--- src/rtl/output_pixel_writer_pkg.sv ---
// Types and constants shared by the output pixel writer, its interface and the bench.
package output_pixel_writer_pkg;

    typedef logic signed [7:0]  int8_t;
    typedef logic signed [31:0] int32_t;

    localparam int BYTES_PER_WORD = 4;
    localparam int LANE_W         = $clog2(BYTES_PER_WORD);

endpackage

--- src/rtl/output_pixel_writer_if.sv ---
// Element stream in, tensor_ram write port out. The writer takes the slave side.
interface output_pixel_writer_if
    import output_pixel_writer_pkg::*;
#(
    parameter int DEPTH = 1024
);
    localparam int AW = $clog2(DEPTH);

    logic          valid_in;
    int8_t         data_in;
    logic          ready_out;
    logic          we;
    logic [AW-1:0] addr_w;
    logic [31:0]   din;

    modport slave (
        input  valid_in,
        input  data_in,
        output ready_out,
        output we,
        output addr_w,
        output din
    );

    modport master (
        output valid_in,
        output data_in,
        input  ready_out,
        input  we,
        input  addr_w,
        input  din
    );
endinterface

--- src/rtl/output_pixel_writer_byte_packer.sv ---
// Collects int8 elements into little-endian 32-bit words. The outgoing word already
// contains the element being accepted, so the writer can register it in the same edge.
module byte_packer
    import output_pixel_writer_pkg::*;
(
    input  logic              clk,
    input  logic              reset,
    input  logic [LANE_W-1:0] lane,
    input  int8_t             elem,
    input  logic              accept,
    input  logic              flush,
    input  logic              clear,
    output logic [31:0]       word,
    output logic              word_done
);

    logic [31:0] pack_q;

    // Merge the incoming element into its lane; lanes above it are still zero.
    always_comb begin
        word = pack_q;
        if (accept) begin
            word[{lane, 3'b000} +: 8] = elem;
        end
    end

    assign word_done = accept && ((lane == LANE_W'(BYTES_PER_WORD - 1)) || flush);

    // Hold partial words; empty the register after every emitted word.
    always_ff @(posedge clk or negedge reset) begin
        if (!reset) begin
            pack_q <= '0;
        end else if (clear) begin
            pack_q <= '0;
        end else if (accept) begin
            pack_q <= word_done ? '0 : word;
        end
    end

endmodule

--- src/rtl/output_pixel_writer.sv ---
// Packs a run of N_ELEMS int8 results into 32-bit words and writes them to tensor_ram
// starting at BASE_ADDR. A run starts on start and ends with a one-cycle done pulse
// that coincides with the final write.
module output_pixel_writer
    import output_pixel_writer_pkg::*;
#(
    parameter int DEPTH     = 1024,
    parameter int N_ELEMS   = 4096,
    parameter int BASE_ADDR = 0
)
(
    input  logic                  clk,
    input  logic                  reset,
    input  logic                  start,
    output_pixel_writer_if.slave  pix,
    output logic                  busy,
    output logic                  done
);

    // state     | meaning
    // ST_IDLE   | waiting for start, elements refused
    // ST_RUN    | accepting elements, emitting words
    // ST_DONE   | final write on the port, done high
    typedef enum logic [1:0] {
        ST_IDLE,
        ST_RUN,
        ST_DONE
    } writer_state_t;

    localparam int AW      = $clog2(DEPTH);
    localparam int CNT_RAW = $clog2(N_ELEMS + 1);
    // At least two bits so the byte lane can always be sliced from the counter.
    localparam int CNT_W   = (CNT_RAW < LANE_W) ? LANE_W : CNT_RAW;

    writer_state_t  state;
    logic [CNT_W-1:0] elem_cnt;
    logic [AW-1:0]    word_addr;

    logic        accept;
    logic        last_elem;
    logic        start_run;
    logic [31:0] word;
    logic        word_done;

    assign pix.ready_out = (state == ST_RUN);
    assign accept        = pix.valid_in && pix.ready_out;
    assign last_elem     = (elem_cnt == CNT_W'(N_ELEMS - 1));
    assign start_run     = (state == ST_IDLE) && start;

    byte_packer u_byte_packer (
        .clk       (clk),
        .reset     (reset),
        .lane      (elem_cnt[LANE_W-1:0]),
        .elem      (pix.data_in),
        .accept    (accept),
        .flush     (last_elem),
        .clear     (start_run),
        .word      (word),
        .word_done (word_done)
    );

    // Run sequencing, element/word counters and the registered RAM write port.
    always_ff @(posedge clk or negedge reset) begin
        if (!reset) begin
            state      <= ST_IDLE;
            elem_cnt   <= '0;
            word_addr  <= '0;
            pix.we     <= 1'b0;
            pix.addr_w <= '0;
            pix.din    <= '0;
            busy       <= 1'b0;
            done       <= 1'b0;
        end else begin
            pix.we <= 1'b0;
            done   <= 1'b0;
            case (state)
                ST_IDLE: begin
                    if (start) begin
                        state     <= ST_RUN;
                        elem_cnt  <= '0;
                        word_addr <= AW'(BASE_ADDR);
                        busy      <= 1'b1;
                    end
                end
                ST_RUN: begin
                    if (accept) begin
                        elem_cnt <= elem_cnt + 1'b1;
                        if (word_done) begin
                            pix.we     <= 1'b1;
                            pix.addr_w <= word_addr;
                            pix.din    <= word;
                            word_addr  <= word_addr + 1'b1;
                        end
                        if (last_elem) begin
                            state <= ST_DONE;
                            done  <= 1'b1;
                        end
                    end
                end
                ST_DONE: begin
                    state <= ST_IDLE;
                    busy  <= 1'b0;
                end
                default: begin
                    state <= ST_IDLE;
                    busy  <= 1'b0;
                end
            endcase
        end
    end

endmodule
--- src/flat_wrapper.sv ---
// flat-port wrapper written by rule: the top's interface ports become plain ports
module output_pixel_writer_flat import output_pixel_writer_pkg::*;
#(
    parameter int DEPTH     = 1024,
    parameter int N_ELEMS   = 4096,
    parameter int BASE_ADDR = 0
)
  (clk, reset, start, busy, done, pix_valid_in, pix_data_in, pix_ready_out, pix_we, pix_addr_w, pix_din);
  output_pixel_writer_if #(.DEPTH(DEPTH)) pix_i ();
  input  logic clk;
  input  logic reset;
  input  logic start;
  output logic busy;
  output logic done;
  input wire logic [$bits(pix_i.valid_in)-1:0] pix_valid_in;
  input wire logic [$bits(pix_i.data_in)-1:0] pix_data_in;
  output wire logic [$bits(pix_i.ready_out)-1:0] pix_ready_out;
  output wire logic [$bits(pix_i.we)-1:0] pix_we;
  output wire logic [$bits(pix_i.addr_w)-1:0] pix_addr_w;
  output wire logic [$bits(pix_i.din)-1:0] pix_din;
  assign pix_i.valid_in = pix_valid_in;
  assign pix_i.data_in = pix_data_in;
  assign pix_ready_out = pix_i.ready_out;
  assign pix_we = pix_i.we;
  assign pix_addr_w = pix_i.addr_w;
  assign pix_din = pix_i.din;
  output_pixel_writer #(.DEPTH(DEPTH), .N_ELEMS(N_ELEMS), .BASE_ADDR(BASE_ADDR)) u_core (.clk(clk), .reset(reset), .start(start), .pix(pix_i), .busy(busy), .done(done));
endmodule
--- config.mk ---
export PLATFORM = sky130hd
export DESIGN_NAME = output_pixel_writer_flat
export DESIGN_NICKNAME = d
export VERILOG_FILES = /design/src/rtl/output_pixel_writer_pkg.sv /design/src/rtl/output_pixel_writer_if.sv /design/src/rtl/output_pixel_writer_byte_packer.sv /design/src/rtl/output_pixel_writer.sv /design/src/flat_wrapper.sv
export SDC_FILE = /design/constraint.sdc
export NUM_CORES = 1
export LEC_CHECK = 0
export CORE_MARGIN = 2
export CORE_UTILIZATION = 45
export DETAILED_ROUTE_END_ITERATION = 12
export GPL_TIMING_DRIVEN = 0
export HOLD_SLACK_MARGIN = 0.05
export PLACE_DENSITY = 0.74
export SETUP_SLACK_MARGIN = 0.05
export SLEW_MARGIN = 25
export SYNTH_ARGS = -nofsm -noshare
export SYNTH_HDL_FRONTEND = slang
export SYNTH_HIERARCHICAL = 1
export SYNTH_SLANG_ARGS = --single-unit
--- constraint.sdc ---
create_clock -name clk -period 2.7 [get_ports clk]
set_input_delay 0.54 -clock clk [delete_from_list [all_inputs] [get_ports clk]]
set_output_delay 0.54 -clock clk [all_outputs]
set_load 0.05 [all_outputs]
# After elaboration in Yosys (flattened, before gate mapping)
# Index checks and enable logic that the tools add are counted.
dict set report word_totals {
  word_cells 57
  in_bits 12
  ff_bits 102
  romBits 0
  ram_bits 0
  mem_count 0
  latchBits 0
}
dict set report classes {
  n_bitwise 1
  n_div 0
  n_reduce_logical 12
  shifts 2
  order_cmp 0
  addsub 3
  multipliers 0
  n_eq_ne 7
  muxes 23
}
# cell n
set op_table {}
lappend op_table {{$mux W32} 3}
lappend op_table {{$bwmux W32} 1}
lappend op_table {{$shift A8 B7 Y32 const A} 1}
lappend op_table {{$shiftx A8 B7 Y32} 1}
lappend op_table {{$mux W10} 3}
lappend op_table {{$mux W13} 2}
lappend op_table {{$pmux W13 S2} 1}
lappend op_table {{$pmux W10 S2} 1}
lappend op_table {{$add A13 B1 Y13 const B} 1}
lappend op_table {{$eq A13 B12 Y1 const B} 1}
lappend op_table {{$add A10 B1 Y10 const B} 1}
lappend op_table {{$reduce_and A3 Y1} 3}
lappend op_table {{$ne A2 B2 Y1 const B} 4}
lappend op_table {{$mux W1} 7}
lappend op_table {{$neg A5 Y7} 1}
lappend op_table {{$mux W2} 3}
lappend op_table {{$pmux W2 S2} 1}
lappend op_table {{$reduce_and A4 Y1} 1}
lappend op_table {{$reduce_bool A2 Y1} 2}
lappend op_table {{$logic_and A1 B1 Y1} 3}
lappend op_table {{$eq A2 B1 Y1 const B} 1}
lappend op_table {{$eq A2 B2 Y1 const B} 1}
lappend op_table {{$logic_not A2 Y1} 1}
lappend op_table {{$pmux W1 S2} 1}
lappend op_table {{other kinds (3)} 3}

# Logic depth before layout (Yosys ltp)
# Gate-level depths: netlist of run 1.
dict set report depth {
  ltp_word 6
  depth_mapped 11
  mapped_depth_nobuf 9
}

# Cells and area by module
# Netlist of run 1, hierarchy kept.
# module n_inst seq_area_each_um2 cells_per_inst area_each_um2
set by_module_without_submodules {}
lappend by_module_without_submodules {output_pixel_writer 1 1751.7 315 2935.3}
lappend by_module_without_submodules {byte_packer 1 800.8 129 1635.3}

# Least setup slack after synthesis of run 1
# No wires, ideal clock.
dict set report synth_path {
  kind {reg-to-reg}
  start {reg u_core.elem_cnt[0]}
  end {reg u_core.word_addr[8]}
  stages_incl_launch_ff 10
  slack_ns 0.355
  t_arrival_ns 2.279
  period_less_slack_ns 2.345
  path_cell_list {dfrtp_1 -> ha_1 -> nand3_1 -> nor3_1 -> o21a_1 -> nand2_4 -> clkinv_4 -> nand2_2 -> or4_1 -> nand2_1}
}
dict set report synth_via {
  elab_chain_cells 5
  elab_cells_between_ends 6
  classes_between {eq/ne (3); reduce/logical (3)}
}
# element line_no
set synth_lines {}
lappend synth_lines {{from (decl)} output_pixel_writer.sv:36} ;# logic [CNT_W-1:0] elem_cnt;
lappend synth_lines {{from (signal assigned)} output_pixel_writer.sv:87} ;# elem_cnt <= elem_cnt + 1'b1;
lappend synth_lines {{$eq A13 B12 Y1} output_pixel_writer.sv:47} ;# assign last_elem = (elem_cnt == CNT_W'(N_ELEMS - 1));
lappend synth_lines {{via u_core.last_elem} output_pixel_writer.sv:40} ;# logic last_elem;
lappend synth_lines {{$logic_or A1 B1 Y1} output_pixel_writer_byte_packer.sv:27} ;# assign word_done = accept && ((lane == LANE_W'(BYTES_PER_WORD - 1)) || flush);
lappend synth_lines {{$logic_and A1 B1 Y1} output_pixel_writer_byte_packer.sv:27}
lappend synth_lines {{via u_core.word_done} output_pixel_writer.sv:43} ;# logic word_done;
lappend synth_lines {{$ne A2 B2 Y1 (no source line)} n/a}
lappend synth_lines {{$reduce_and A4 Y1 (no source line)} n/a}
lappend synth_lines {{to (signal assigned)} output_pixel_writer.sv:81} ;# word_addr <= AW'(BASE_ADDR);
lappend synth_lines {{to (signal assigned)} output_pixel_writer.sv:92} ;# word_addr <= word_addr + 1'b1;
lappend synth_lines {{to (decl)} output_pixel_writer.sv:37} ;# logic [AW-1:0] word_addr;
# The timed path passes the listed nets, and every way through them passes these cells.
# A chain may end at the register's enable or synchronous reset.

# Worst setup path in the final report of run 1
dict set report layout_path {
  start {in start}
  end {reg u_core.u_byte_packer.pack_q[16]}
}
dict set report layout_via {
  elab_chain_cells 2
  elab_cells_between_ends 3
  classes_between {mux (1); reduce/logical (2)}
}
# element line_no
set layout_lines {}
lappend layout_lines {{from (decl)} flat_wrapper.sv:12} ;# input logic start;
lappend layout_lines {{$logic_and A1 B1 Y1 *} output_pixel_writer.sv:48} ;# assign start_run = (state == ST_IDLE) && start;
lappend layout_lines {{$mux W32 or $reduce_bool A2 Y1 (tied branches)} n/a}
lappend layout_lines {{to (signal assigned)} output_pixel_writer_byte_packer.sv:36} ;# pack_q <= word_done ? '0 : word;
lappend layout_lines {{to (decl)} output_pixel_writer_byte_packer.sv:17} ;# logic [31:0] pack_q;
# Every way passes the cells marked *; elsewhere a longest branch is shown, timed or not.

==> results_dict.tcl, run 1 <==
set metrics [dict create \
    crit_required_ns 2.99 \
    cp-start-kind "input port" \
    drt-initial-drc-count 222 \
    synthArstFlopShare_pct 100.0 \
    skew_ns 0.01065 \
    power.leakage_nw 2.741 \
    worstSetupEndpointType "flop" \
    slew_headroom_pct 58.68 \
    hold_path_class "input port to asynchronous set/reset pin" \
    root_buffer "clkbuf_8" \
    yosysTopAreaCellShare_pct 55.84 \
    dieArea_sq_um 10980 \
    globalRouteTotalUtil_pct 19.50 \
    synthTopCellsByCount "nand2_1, dfrtp_1, a22o_1, nor2_1, and2_1" \
    gp_congestion 0.8252 \
    cts.clk_slew.worst_paths_ns 0.10 \
    detail-route-antenna-nets 0 \
    power_frac_comb_pct 25.8 \
    vias 3533 \
    cts_buffers 9 \
    firstDrtPassIters 4 \
    ys_warn_count 6 \
    wl_um 10280 \
    synth_edf_count 0 \
    maxSlewViolCount 0 \
    syn_avg_cell_area_sq_um 10.29 \
    setup-violations-final 0 \
    p_seq_share_pct 46.8 \
    rows 36 \
    drc_errors 0 \
    n_antenna_cell 0 \
    hold_buffers 0 \
    finalHoldViolations 0 \
    crit_path_frequent_cell "buf_4" \
    ys_ff_latch 102 \
    cp_max_fo 24 \
    fin_crit_ns 2.536 \
    area_growth_pct 22.28 \
    grt_max_degree 58 \
    synthCells 444 \
    synth_sequential_area_ratio_pct 55.84 \
    fmax_mhz 394.4 \
    pin_count 58 \
    cts_buffer_depth 2 \
    die_x_um 104.8 \
    power_density_nw_per_um2 689.1 \
    grt_pass1_wl_um 17100 \
    crit_chain "clkdlybuf4s50_1, or3b_1, buf_2, inv_1, buf_4, or4b_4, nor4_4, buf_4, a22o_1" \
    synthDistinctLibCells 47 \
    ys.flop_type "dfrtp_1" \
    fin_ws_ns 0.1643 \
    drive_gt1_share_pct 10.00 \
    clk_latency_ns 0.36 \
    die_h_um 104.8 \
    antenna_found_initial 0 \
    rsz0062_at_grt "false" \
    switchingPower_mw 1.316 \
    dp_cells 635 \
    cts_tree "built" \
    final_nets 534 \
    swShare_pct 34.18 \
    worstMarginPinSlew_ns 0.6151 \
    netlist_top_cells_area "dfrtp_1, nand2_1, a22o_1, ha_1, nor2_1" \
    core_sq_um 9819 \
    slowest_delay_ns 0.58 \
    clock_sinks 102 \
    avgRoutedWirePerCell_um 15.74 \
    start_util_pct 46.55 \
    overflow 0 \
    setup_tns_ns 0 \
    htreeDepth 3 \
    numPortBuffers 57 \
    grt_pass1_vias 3454 \
    max-vdd-ir-drop_mv 0.3511 \
    dp_hpwl_um 7077 \
    dpl_worst_slack_ns -0.4636 \
    post-synth-top-count-cell "nand2_1" \
    worstPathArrival_ns 2.83 \
    finalPower_mw 3.851 \
    fin_cells 653 \
    yosys.area.top_type "dfrtp_1" \
    cpMaxStageDelayCell "or4b_4" \
    synth_nets 463 \
    p_int_mw 2.535 \
    status "complete, no violations" \
    power.share.clock_pct 27.4 \
    via_per_inst 5.410 \
    critPathKind "input port to flop" \
    fin_crit_sh_pct 93.91 \
    syn_area_sq_um 4571 \
    max_cap_viol_count 0 \
    utilization_pct 56.92 \
]
[through the flow]
step	hold WS (ns)	area, sq um
floorplan	0.2444	4571
CTS	0.1294	5570
global placement	0.4585	5308
finish	0.1163	5589
detailed placement	0.4618	5336
global route	0.1279	5589
[power groups by stage]
stage	Sequential, mW	Combinational (mW)	Clock (mW)
finish	1.80	0.995	1.05
global route	1.82	1.08	1.15
CTS	1.80	0.999	1.08
detailed placement	1.83	0.996	0
global placement	1.82	0.960	0
floorplan	2.02	0.470	0
[final timing paths]
path	depth (start not counted)	to	start	slack, ns
hold / removal	1	u_core/pix.din[15]$_DFFE_PN0P_	reset	0.12
max in group asynchronous	2	u_core/elem_cnt[0]$_DFFE_PN0P_	reset	1.96
min in group clk	2	u_core/pix.din[7]$_DFFE_PN0P_	u_core/pix.din[7]$_DFFE_PN0P_	0.48
setup / recovery	9	u_core/u_byte_packer/pack_q[16]$_DFFE_PN0P_	start	0.16
setup reg to reg	11	u_core/pix.din[16]$_DFFE_PN0P_	u_core/elem_cnt[4]$_DFFE_PN0P_	0.28
hold reg to reg	2	u_core/pix.din[7]$_DFFE_PN0P_	u_core/pix.din[7]$_DFFE_PN0P_	0.48
[flip-flops by register name (all words and copies together), names as in the netlist]
| register | cells |
|---|---|
| u_core/pix.we | 1 |
| u_core/pix.addr_w | 10 |
| u_core/elem_cnt | 13 |
| u_core/u_byte_packer/pack_q | 32 |
| u_core/pix.din | 32 |
| u_core/done | 1 |
| u_core/busy | 1 |
| u_core/state | 2 |
| u_core/word_addr | 10 |
[cells in the final DEF (no fill, tap or decap), types with 7 or more instances in the layout]
cell / Yosys / routed
a22o_1: 56 / 56
and2_1: 11 / 11
buf_2: 9 / 7
clkbuf_8: 0 / 9
clkdlybuf4s50_1: 0 / 55
dfrtp_1: 102 / 101
ha_1: 7 / 7
nand2_1: 142 / 142
nand3_1: 10 / 10
nor2_1: 21 / 21
xor2_1: 8 / 8
[cell families after synthesis]
group	Yosys count	synth area share (%)
xor gates and xnor gates	12	2.299
buffers and inverters	22	2.409
and+or+nand+nor	221	23.10
AOI/OAI and AO/OA	79	14.13
adders and majority gates	7	1.916
DFF	102	55.84
muxes	1	0.3011
[what timing repair did]
item | in CTS | in global routing
buffers inserted | 1 | 2
pin swaps | 1 | 1
endpoints found under the setup margin | 71 | 48
gates cloned | 0 | 0
resized for setup | 3 | 3
[layer usage]
layer / global-route usage, % / up-vias / part of all wire (%)
met4: 6.857 / 0 / 0.92
met3: 3.306 / 10 / 4.0
li1: - / 1674 / -
met2: 30.19 / 74 / 48
met5: 0 / - / 0
met1: 27.82 / 1775 / 47
[worst max-delay path, delay by kind of cell]
kind	cells	cell delay, ns
AND/OR/NAND/NOR	3	0.96
buffers and inverters	5	1.17
AO/OA/AOI/OAI	1	0.14
[cell type report]
| cell class | instances | area (sq um) |
|---|---|---|
| Buffer | 15 | 80.08 |
| Tap cell | 133 | 166.4 |
| Clock buffer | 9 | 123.9 |
| Fill cell | 890 | 4230 |
| Inverter | 6 | 27.53 |
| Timing Repair Buffer | 61 | 620.6 |
| Multi-Input combinational cell | 320 | 1919 |
| Clock inverter | 7 | 97.59 |
| Sequential cell | 102 | 2554 |
Power figures use the tool's default switching activity.
==> run 2: changes to the inputs <==
--- a/config.mk
+++ b/config.mk
@@ -7,13 +7,13 @@
 export LEC_CHECK = 0
 export CORE_MARGIN = 2
 export CORE_UTILIZATION = 45
+export CTS_CLUSTER_DIAMETER = 80
 export DETAILED_ROUTE_END_ITERATION = 12
 export GPL_TIMING_DRIVEN = 0
 export HOLD_SLACK_MARGIN = 0.05
-export PLACE_DENSITY = 0.74
+export PLACE_DENSITY = 0.75
 export SETUP_SLACK_MARGIN = 0.05
 export SLEW_MARGIN = 25
 export SYNTH_ARGS = -nofsm -noshare
 export SYNTH_HDL_FRONTEND = slang
-export SYNTH_HIERARCHICAL = 1
 export SYNTH_SLANG_ARGS = --single-unit
==> run 2 against run 1 <==
Sequential cell count down 8. Largest power group is now combinational logic. Critical endpoint is now u_core.u_byte_packer.pack_q[23]$_DFFE_PN0P_. Global-route usage down 0.15 points. Count of clock-buffer cells in the layout unchanged. Design area is 8.9% lower. Largest cell class unchanged. Clock power is 6% lower. Hold slack better by 0.36 ns. Critical path type is now flop to flop. Register-to-register slack lost 0.04 ns.
==> results_dict.tcl, run 2 <==
set metrics [dict create \
    status "complete, no violations" \
    die_h_um 99.81 \
    synthCells 390 \
    layout_commonest_cell "dfrtp_1" \
    slowest_delay_ns 0.55 \
    hold_path.startpoint "u_core.pix.din[31]$_DFFE_PN0P_" \
    rows 34 \
    hold_path_class "flop to flop" \
    cp-start-kind "flop" \
    worstMarginPinSlew_ns 0.7589 \
    path_buf_inv 1 \
    layout_common_cells "dfrtp_1, nor2_1, nand2_1" \
    cts.clk_slew.worst_paths_ns 0.09 \
    dp_cells 556 \
    use_met2_pct 30.67 \
    fin_ws_ns 0.2350 \
    fmax_mhz 405.7 \
    grt_pass1_wl_um 15430 \
    cp_max_fo 9 \
    clock_sinks 94 \
    fillers 753 \
    n_antenna_cell 0 \
    cts_buffers 9 \
    grt_max_degree 75 \
    final_cell_area_sq_um 5090 \
    syn_avg_cell_area_sq_um 10.59 \
    synth_nets 408 \
    finalPower_mw 4.952 \
    cts-resized-gates 0 \
    pin_count 58 \
    syn_area_sq_um 4130 \
    htreeDepth 3 \
    dpl_cell_area_sq_um 4865 \
    synth_sequential_area_ratio_pct 56.95 \
    power.leakage_nw 2.296 \
    cpMaxStageDelayCell "dfrtp_1" \
    firstDrtPassIters 5 \
    crit_chain "inv_1, ha_1, nand2b_1, nor4_4, nor3b_4, a22o_1" \
    max-vdd-ir-drop_mv 0.4501 \
    reg.largest.list "u_core.pix.din x32, u_core.u_byte_packer.pack_q x24, u_core.elem_cnt x13" \
    overflow 0 \
    power_density_nw_per_um2 972.8 \
    synthArstFlopShare_pct 100.0 \
    final_nets 479 \
    synthTopCellsByCount "dfrtp_1, nor2_1, nand2_1, a22o_1, a221oi_1" \
    critPathKind "flop to flop" \
    die_x_um 99.81 \
    drive_gt1_share_pct 6.897 \
    post-synth-top-count-cell "dfrtp_1" \
    use_met3_pct 4.666 \
    finalHoldViolations 0 \
    yosys.area.top_type "dfrtp_1" \
    detail-route-antenna-nets 0 \
    netlist_top_cells_area "dfrtp_1, nor2_1, nand2_1, a22o_1, a221oi_1" \
    fin_crit_sh_pct 91.29 \
    dpl_worst_slack_ns 0.1217 \
    grt_pass1_vias 3165 \
    fin_crit_ns 2.465 \
    antenna_found_initial 0 \
    ys_warn_count 0 \
    ys.flop_type "dfrtp_1" \
    vias 3261 \
    drt-initial-drc-count 137 \
    min_to "u_core.pix.din[31]$_DFFE_PN0P_" \
    cp.depth 6 \
    grt-busiest-layer "met2" \
    rsz0062_at_grt "false" \
    maxSlewViolCount 0 \
    r2r_start "u_core.elem_cnt[0]$_DFFE_PN0P_" \
    cts_buffer_depth 2 \
    cpLargestDelayFamily "simple AND/OR/NAND/NOR gates" \
    drc_errors 0 \
    setup_tns_ns 0 \
    slew_headroom_pct 49.27 \
    synth_edf_count 0 \
    fin_cells 572 \
    dp_hpwl_um 6386 \
    top_register "u_core.pix.din" \
    ys_ff_latch 94 \
    r2r-end "u_core.u_byte_packer.pack_q[23]$_DFFE_PN0P_" \
    yosysTopAreaCellShare_pct 56.95 \
    skew_ns 0.01160 \
    reg2reg_depth 6 \
    clk_latency_ns 0.35 \
    avgRoutedWirePerCell_um 16.00 \
    dieArea_sq_um 9961 \
    gp_congestion 0.8166 \
    worstSetupEndpointType "flop" \
    root_buffer "clkbuf_8" \
    hold_path_depth 2 \
    core_sq_um 8806 \
    setup-violations-final 0 \
    synthDistinctLibCells 42 \
    largest_reg_flops 32 \
    numPortBuffers 57 \
    use_met1_pct 26.84 \
    globalRouteTotalUtil_pct 19.36 \
    crit_required_ns 2.99 \
    area_growth_pct 23.24 \
    worstPathArrival_ns 2.76 \
    rrSetupSlack_ns 0.24 \
    wl_um 9151 \
    max_cap_viol_count 0 \
    start_util_pct 46.90 \
    via_per_inst 5.701 \
    cts_tree "built" \
]
run 2: tightest hold or removal path, delay by kind of cell (launching register included):
| kind | cells | cell delay, ns |
|---|---|---|
| and+or+nand+nor | 2 | 0.10 |
| DFF | 1 | 0.35 |
run 2: layer usage:
layer | vias up | wire length (um)
li1 | 1543 | -
met4 | 0 | 64
met2 | 89 | 4539
met5 | - | 0
met1 | 1623 | 4126
met3 | 6 | 420
run 2: layout make-up:
cell class | instances | area, sq um | area share, %
Sequential cell | 94 | 2352 | 46.21
Timing Repair Buffer | 60 | 616.8 | 12.12
Inverter | 9 | 36.28 | 0.7129
Tap cell | 108 | 135.1 | 2.655
Clock buffer | 9 | 123.9 | 2.434
Multi-Input combinational cell | 272 | 1672 | 32.84
Buffer | 15 | 70.07 | 1.377
Clock inverter | 5 | 83.83 | 1.647
run 2: cell families (layout without fill, tap and decap cells):
kind of cell	after synthesis	in the layout	synth area share (%)
flops	94	94	56.95
mux	1	1	0.2726
xor+xnor	11	11	2.333
compound gates	73	73	13.97
buf+inv	24	98	2.575
fa+ha+maj	6	6	1.818
simple gates	181	181	22.08
run 2: where the power goes:
group	leakage [nW]	internal (mW)	total, mW	switching, mW
Sequential	1.24	1.72	1.93	0.211
Clock	0.0978	0.515	0.985	0.470
Combinational	0.956	0.680	2.04	1.36
Total	2.30	2.91	4.95	2.04
run 2: worst max-delay path by stage:
| stage | end | start |
|---|---|---|
| finish | u_core.u_byte_packer.pack_q[23]$_DFFE_PN0P_ | u_core.elem_cnt[0]$_DFFE_PN0P_ |
| global route | u_core.u_byte_packer.pack_q[23]$_DFFE_PN0P_ | u_core.elem_cnt[0]$_DFFE_PN0P_ |
| CTS | u_core.u_byte_packer.pack_q[1]$_DFFE_PN0P_ | u_core.elem_cnt[0]$_DFFE_PN0P_ |
| detailed placement | u_core.pix.din[18]$_DFFE_PN0P_ | pix_valid_in |
| global placement | u_core.elem_cnt[9]$_DFFE_PN0P_ | reset |
| floorplan | u_core.u_byte_packer.pack_q[0]$_DFFE_PN0P_ | u_core.elem_cnt[0]$_DFFE_PN0P_ |
run 2: what timing repair did:
| action | 4_1_cts | 5_1_grt |
|---|---|---|
| setup buffers | 0 | 1 |
| endpoints found under the setup margin | 0 | 8 |
| hold buffers | 1 | 0 |
| endpoints found under the hold margin | 20 | 0 |
run 2: metrics by stage:
stage	util, %	hold slack, ns
floorplan	-	0.2444
global placement	54.92	0.4552
detailed placement	55.24	0.4023
CTS	57.72	0.4750
global route	57.80	0.5087
finish	57.80	0.4722
